`src/rtl/moore_step_ctrl.sv`:
```
// moore_step_ctrl: button-driven step sequencer and output checker for 2-state Moore puzzle FSMs.
// Define MOORE_STEP_DEBOUNCE_EN to debounce step_btn for DEBOUNCE_CYCLES clocks.
module moore_step_ctrl #(
    parameter int MAX_STEPS       = 16,
    parameter int CNT_W           = 5,
    parameter int DEBOUNCE_CYCLES = 4
) (
    input  logic                 clk,
    input  logic                 reset,
    input  logic                 start,
    input  logic                 step_btn,
    input  logic [1:0]           sw_in,
    input  logic [2:0]           start_state,
    input  logic [MAX_STEPS-1:0] target_seq,
    input  logic [CNT_W-1:0]     target_len,
    input  logic                 fsm_out,
    output logic                 fsm_reset,
    output logic                 fsm_ctrl,
    output logic [1:0]           fsm_sw,
    output logic [2:0]           fsm_state_in,
    output logic [CNT_W-1:0]     step_count,
    output logic                 busy,
    output logic                 win,
    output logic                 fail
);
    typedef enum logic [2:0] {IDLE, LOAD, ARMED, STEP, CHECK, WIN, FAIL} state_t;

    if (DEBOUNCE_CYCLES < 1 || (2 ** CNT_W) <= MAX_STEPS) begin : g_param_err
        $error("moore_step_ctrl: invalid parameters");
    end

    state_t           state_q, state_d;
    logic             s1_q, s2_q, prev_q, evt_q, lvl;
    logic [1:0]       sw_q, sw_d;
    logic [2:0]       sin_q, sin_d;
    logic [CNT_W-1:0] cnt_q, cnt_d, cnt_inc, eff_len;
    logic             rst_q, ctrl_q, busy_q, win_q, fail_q, tbit;

`ifdef MOORE_STEP_DEBOUNCE_EN
    localparam int DB_W = $clog2(DEBOUNCE_CYCLES + 1);
    logic            db_q;
    logic [DB_W-1:0] db_cnt_q;
    // Any sample that disagrees with the held level must persist unbroken to flip it.
    always_ff @(posedge clk or negedge reset) begin
        if (!reset) begin
            db_q     <= 1'b0;
            db_cnt_q <= '0;
        end else if (s2_q == db_q) begin
            db_cnt_q <= '0;
        end else if (db_cnt_q == DB_W'(DEBOUNCE_CYCLES - 1)) begin
            db_q     <= s2_q;
            db_cnt_q <= '0;
        end else begin
            db_cnt_q <= db_cnt_q + 1'b1;
        end
    end
    assign lvl = db_q;
`else
    assign lvl = s2_q;
`endif

    assign eff_len = (target_len > CNT_W'(MAX_STEPS)) ? CNT_W'(MAX_STEPS) : target_len;
    assign cnt_inc = cnt_q + 1'b1;
    assign tbit    = |(target_seq & (MAX_STEPS'(1) << cnt_q));

    always_comb begin
        state_d = state_q;
        sw_d    = sw_q;
        sin_d   = sin_q;
        cnt_d   = cnt_q;
        if (start) begin
            state_d = LOAD;
            sin_d   = start_state;
            cnt_d   = '0;
        end else begin
            case (state_q)
                LOAD:    state_d = (eff_len == '0) ? WIN : ARMED;
                ARMED: begin
                    if (evt_q) begin
                        sw_d    = sw_in;
                        state_d = STEP;
                    end
                end
                STEP:    state_d = CHECK;
                CHECK: begin
                    if (fsm_out != tbit) begin
                        state_d = FAIL;
                    end else begin
                        cnt_d   = cnt_inc;
                        state_d = (cnt_inc == eff_len) ? WIN : ARMED;
                    end
                end
                default: state_d = state_q;
            endcase
        end
    end

    // Outputs are decoded from the next state so they are registered alongside it.
    always_ff @(posedge clk or negedge reset) begin
        if (!reset) begin
            state_q <= IDLE;
            s1_q    <= 1'b0;
            s2_q    <= 1'b0;
            prev_q  <= 1'b0;
            evt_q   <= 1'b0;
            sw_q    <= '0;
            sin_q   <= '0;
            cnt_q   <= '0;
            rst_q   <= 1'b0;
            ctrl_q  <= 1'b0;
            busy_q  <= 1'b0;
            win_q   <= 1'b0;
            fail_q  <= 1'b0;
        end else begin
            state_q <= state_d;
            s1_q    <= step_btn;
            s2_q    <= s1_q;
            prev_q  <= lvl;
            evt_q   <= lvl & ~prev_q & ~start;
            sw_q    <= sw_d;
            sin_q   <= sin_d;
            cnt_q   <= cnt_d;
            rst_q   <= state_d == LOAD;
            ctrl_q  <= state_d == STEP;
            busy_q  <= state_d == LOAD || state_d == STEP || state_d == CHECK;
            win_q   <= state_d == WIN;
            fail_q  <= state_d == FAIL;
        end
    end

    assign fsm_reset    = rst_q;
    assign fsm_ctrl     = ctrl_q;
    assign fsm_sw       = sw_q;
    assign fsm_state_in = sin_q;
    assign step_count   = cnt_q;
    assign busy         = busy_q;
    assign win          = win_q;
    assign fail         = fail_q;
endmodule

```
`config.mk`:
```
export PLATFORM = sky130hd
export DESIGN_NAME = moore_step_ctrl
export DESIGN_NICKNAME = d
export VERILOG_FILES = /design/src/rtl/moore_step_ctrl.sv
export SDC_FILE = /design/constraint.sdc
export NUM_CORES = 1
export LEC_CHECK = 0
export ABC_CLOCK_PERIOD_IN_PS = 2200
export BUFFER_PORTS_ARGS = -buffer_cell sky130_fd_sc_hd__buf_4
export CAP_MARGIN = 10
export CORE_MARGIN = 1
export CORE_UTILIZATION = 44
export CTS_CLUSTER_SIZE = 25
export DETAILED_ROUTE_END_ITERATION = 16
export GPL_TIMING_DRIVEN = 1
export HOLD_SLACK_MARGIN = 0.02
export PLACE_DENSITY = 0.75
export SYNTH_ARGS = -nofsm -noshare
export SYNTH_HDL_FRONTEND = slang
export SYNTH_SLANG_ARGS = --single-unit
```
`constraint.sdc`:
```
create_clock -name clk -period 2.2 [get_ports clk]
set_input_delay 0 -clock clk [delete_from_list [all_inputs] [get_ports clk]]
set_output_delay 0 -clock clk [all_outputs]
set_load 0.02 [all_outputs]
```
==> flow_summary.json <==
{
  "ys_warn_count": 0,
  "gp_congestion": 0.8439,
  "path_buf_inv": 0,
  "synthXorXnorAreaFrac": 0.04394,
  "netlist_instances": 126,
  "cts_max_level": 1,
  "slew_headroom": 0.7379,
  "final_common_cell": "buf_4",
  "antenna_found_initial": 0,
  "hpwl_um": 2399,
  "synth_compound_area_frac": 0.1299,
  "num-nets-final": 235,
  "dr_total_vias": 1232,
  "cts_made_buffers": 3,
  "synth_area_leader_cell": "dfrtp_1",
  "rsz0062_at_grt": "true",
  "synth_edf_count": 0,
  "routed_via_density": 5.404,
  "power.density_nw_per_um2": 484.7,
  "ys_async_sr_fraction": 1.000,
  "skew_ns": 0.007590,
  "die_h_um": 56.57,
  "seqPwrFrac": 0.476,
  "crit_path_top_delay_cell": "dfrtp_2",
  "min_period_over_period": 1.092,
  "synthAdderAreaFrac": 0.05731,
  "syn_area_sq_um": 1310,
  "worst_setup_path_end_kind": "flop",
  "max_freq_mhz": 416.4,
  "maxCapViolCount": 0,
  "path_max_fanout": 5,
  "hold_path_class": "input port to asynchronous set/reset pin",
  "pre_cts_ws_ns": -0.1863,
  "drv_slew": 0,
  "vdd_drop_max_mv": 0.5152,
  "internal-power_mw": 0.7133,
  "detail-route-antenna-nets": 0,
  "cts_tree": "done",
  "yosysTopAreaCellShare": 0.4202,
  "worstMarginPinSlew_ns": 0.3932,
  "critical_path_class": "flop to flop",
  "fin_cells": 228,
  "final.min_clock_period_ns": 2.402,
  "p_leak_nw": 0.9311,
  "failed_checks": "negative setup slack",
  "crit_top_cell": "ha_4",
  "core_sq_um": 2781,
  "pin_count": 46,
  "grt_pass1_wl_um": 5375,
  "syn_nets": 163,
  "initial_utilization": 0.4710,
  "met2_usage": 0.3866,
  "fin_ws_ns": -0.2018,
  "n_antenna_cell": 0,
  "ys_ff_latch": 22,
  "dp.cells": 211,
  "die_x_um": 56.57,
  "cp.required_ns": 2.41,
  "cts_buffer_depth": 2,
  "reg2reg_setup_slack_ns": -0.20,
  "synthToLayoutAreaGrowth_pct": 57.40,
  "wl_per_cell_um": 14.30,
  "path_cells": "ha_4 -> ha_4 -> xnor2_1 -> or3_1 -> mux2i_1 -> a32o_2 -> or4_4 -> mux2_4",
  "final_cell_mix": "64 x buf_4, 19 x dfrtp_1, 14 x nor2_1",
  "crit_arrival_ns": 2.61,
  "synth_area_per_cell_sq_um": 10.40,
  "cts_root_buf": "clkbuf_4",
  "status": "finished, violations left",
  "synth-seq-area-share": 0.4202,
  "p_switching_mw": 0.2862,
  "ys.flop_type": "dfrtp_1",
  "clk-insertion-delay-late_ns": 0.31,
  "grt_max_degree": 26,
  "hold_violations": 0,
  "design_area_sq_um": 2062,
  "critPathTopFamily": "simple AND/OR/NAND/NOR gates",
  "dieArea_sq_um": 3200,
  "drt-pass1-iter-count": 4,
  "met3_usage": 0.04147,
  "drive_above_1_share": 0.5330,
  "met1_usage": 0.2575,
  "switching_share": 0.2863,
  "yosysUniqueCellTypes": 40,
  "p_clk_frac": 0.219,
  "synth_top_family_by_area": "simple AND/OR/NAND/NOR gates",
  "numPortBuffers": 45,
  "critPathLaunchType": "flop",
  "drc_errors": 0,
  "grt.busiest_layer": "met2",
  "first_iter_violations": 37,
  "final_util": 0.7413,
  "routed_wl_um": 3261,
  "rows": 19,
  "path_clk_slew_ns": 0.12,
  "setup_viol": 11,
  "p_comb_frac": 0.305,
  "ys_top_cells_by_area": "dfrtp_1 42%, mux2_2 6.9%, ha_1 5.7%",
  "grt_usage": 0.2186,
  "grt_pass1_vias": 1258,
  "grt.overflow.total": 0,
  "muxShareOfSynthArea": 0.1146,
  "clkSinkCount": 22,
  "synthSimpleGateAreaFrac": 0.1987,
  "placed_area_sq_um": 1819,
  "critical-path-max-stage-delay_ns": 0.47
}
==> sequential cells by signal, summed over array words and instances (netlist names) <==
name / flops
step_count: 5
fsm_state_in: 3
state_q: 3
fsm_sw: 2
busy: 1
evt_q: 1
fail: 1
fsm_ctrl: 1
fsm_reset: 1
lvl: 1
prev_q: 1
s1_q: 1
win: 1
==> metrics by stage <==
stage	hold WS (ns)	total power, mW	setup TNS, ns
floorplan	-0.2956	0.6220	-0.4183
global placement	-0.1074	0.7469	-0.6112
detailed placement	-0.09874	0.7572	-1.052
CTS	0.1059	0.9989	-1.126
global route	0.1235	1.048	-2.554
finish	0.1067	0.9995	-1.458
==> power by group through the flow <==
stage	registers, mW	logic, mW	clock network [mW]
2_1_floorplan	0.511	0.111	0
3_3_place_gp	0.479	0.268	0
3_5_place_dp	0.482	0.276	0
4_1_cts	0.474	0.297	0.228
5_1_grt	0.480	0.327	0.242
6_report	0.475	0.305	0.219
==> logic make-up after synthesis <==
family | count (synthesis)
AO/OA/AOI/OAI | 23
buffers and inverters | 10
multiplexers | 13
adder cells (fa/ha/maj) | 6
AND/OR/NAND/NOR | 47
flip-flops | 22
XOR/XNOR | 5
==> timing repair <==
item | in CTS | in global routing
resized for setup | 7 | 10
pin swaps | 3 | 4
hold endpoints to repair | 29 | 0
cloned | 0 | 0
setup endpoints to repair | 10 | 13
setup buffers | 2 | 3
hold buffers | 8 | 0
==> Yosys cell counts, types with 2 or more instances <==
library cell and count:
a22oi_1 2, nor2b_1 6, nor3_1 2, dfrtp_1 22
xnor2_1 4, nand2_1 5, nand2b_1 3, ha_1 6
o21ai_0 3, mux2i_1 3, mux2_2 8, inv_1 5
or3_1 2, a221oi_1 5, or4_1 2, a21oi_1 5
nor2_1 15, nand3_1 3, clkbuf_1 3, mux2_4 2
==> layout make-up <==
| cell class | instances | area, sq um |
|---|---|---|
| clock buffers | 4 | 36.28 |
| fillers | 195 | 719.4 |
| inverters | 5 | 18.77 |
| multi-input cells | 94 | 853.3 |
| flip-flops and latches | 22 | 554.3 |
| well taps | 31 | 38.79 |
| repair buffers | 72 | 560.5 |
==> worst reg2reg max path, delay by kind of cell, from the launching register on <==
kind | cells | cell delay, ns
AO/OA/AOI/OAI | 1 | 0.27
XOR/XNOR | 1 | 0.12
flip-flops | 1 | 0.47
adder cells (fa/ha/maj) | 2 | 0.46
multiplexers | 2 | 0.40
AND/OR/NAND/NOR | 2 | 0.59
==> final timing paths <==
kind                                  to          start  cells past startpoint
setup / recovery               fsm_sw[0]  step_count[0]                      8
max in group asynchronous  step_count[1]          reset                      2
min in group clk                     win        fsm_out                      3
hold / removal             step_count[4]          reset                      2
setup reg to reg               fsm_sw[0]  step_count[0]                      8
hold reg to reg                      lvl           s1_q                      0
==> routing by layer <==
| layer | routed length, um | up-vias |
|---|---|---|
| li1 | - | 599 |
| met1 | 1422 | 581 |
| met2 | 1644 | 49 |
| met3 | 171 | 3 |
| met4 | 22 | 0 |
| met5 | 0 | - |
Power figures use the tool's default switching activity.
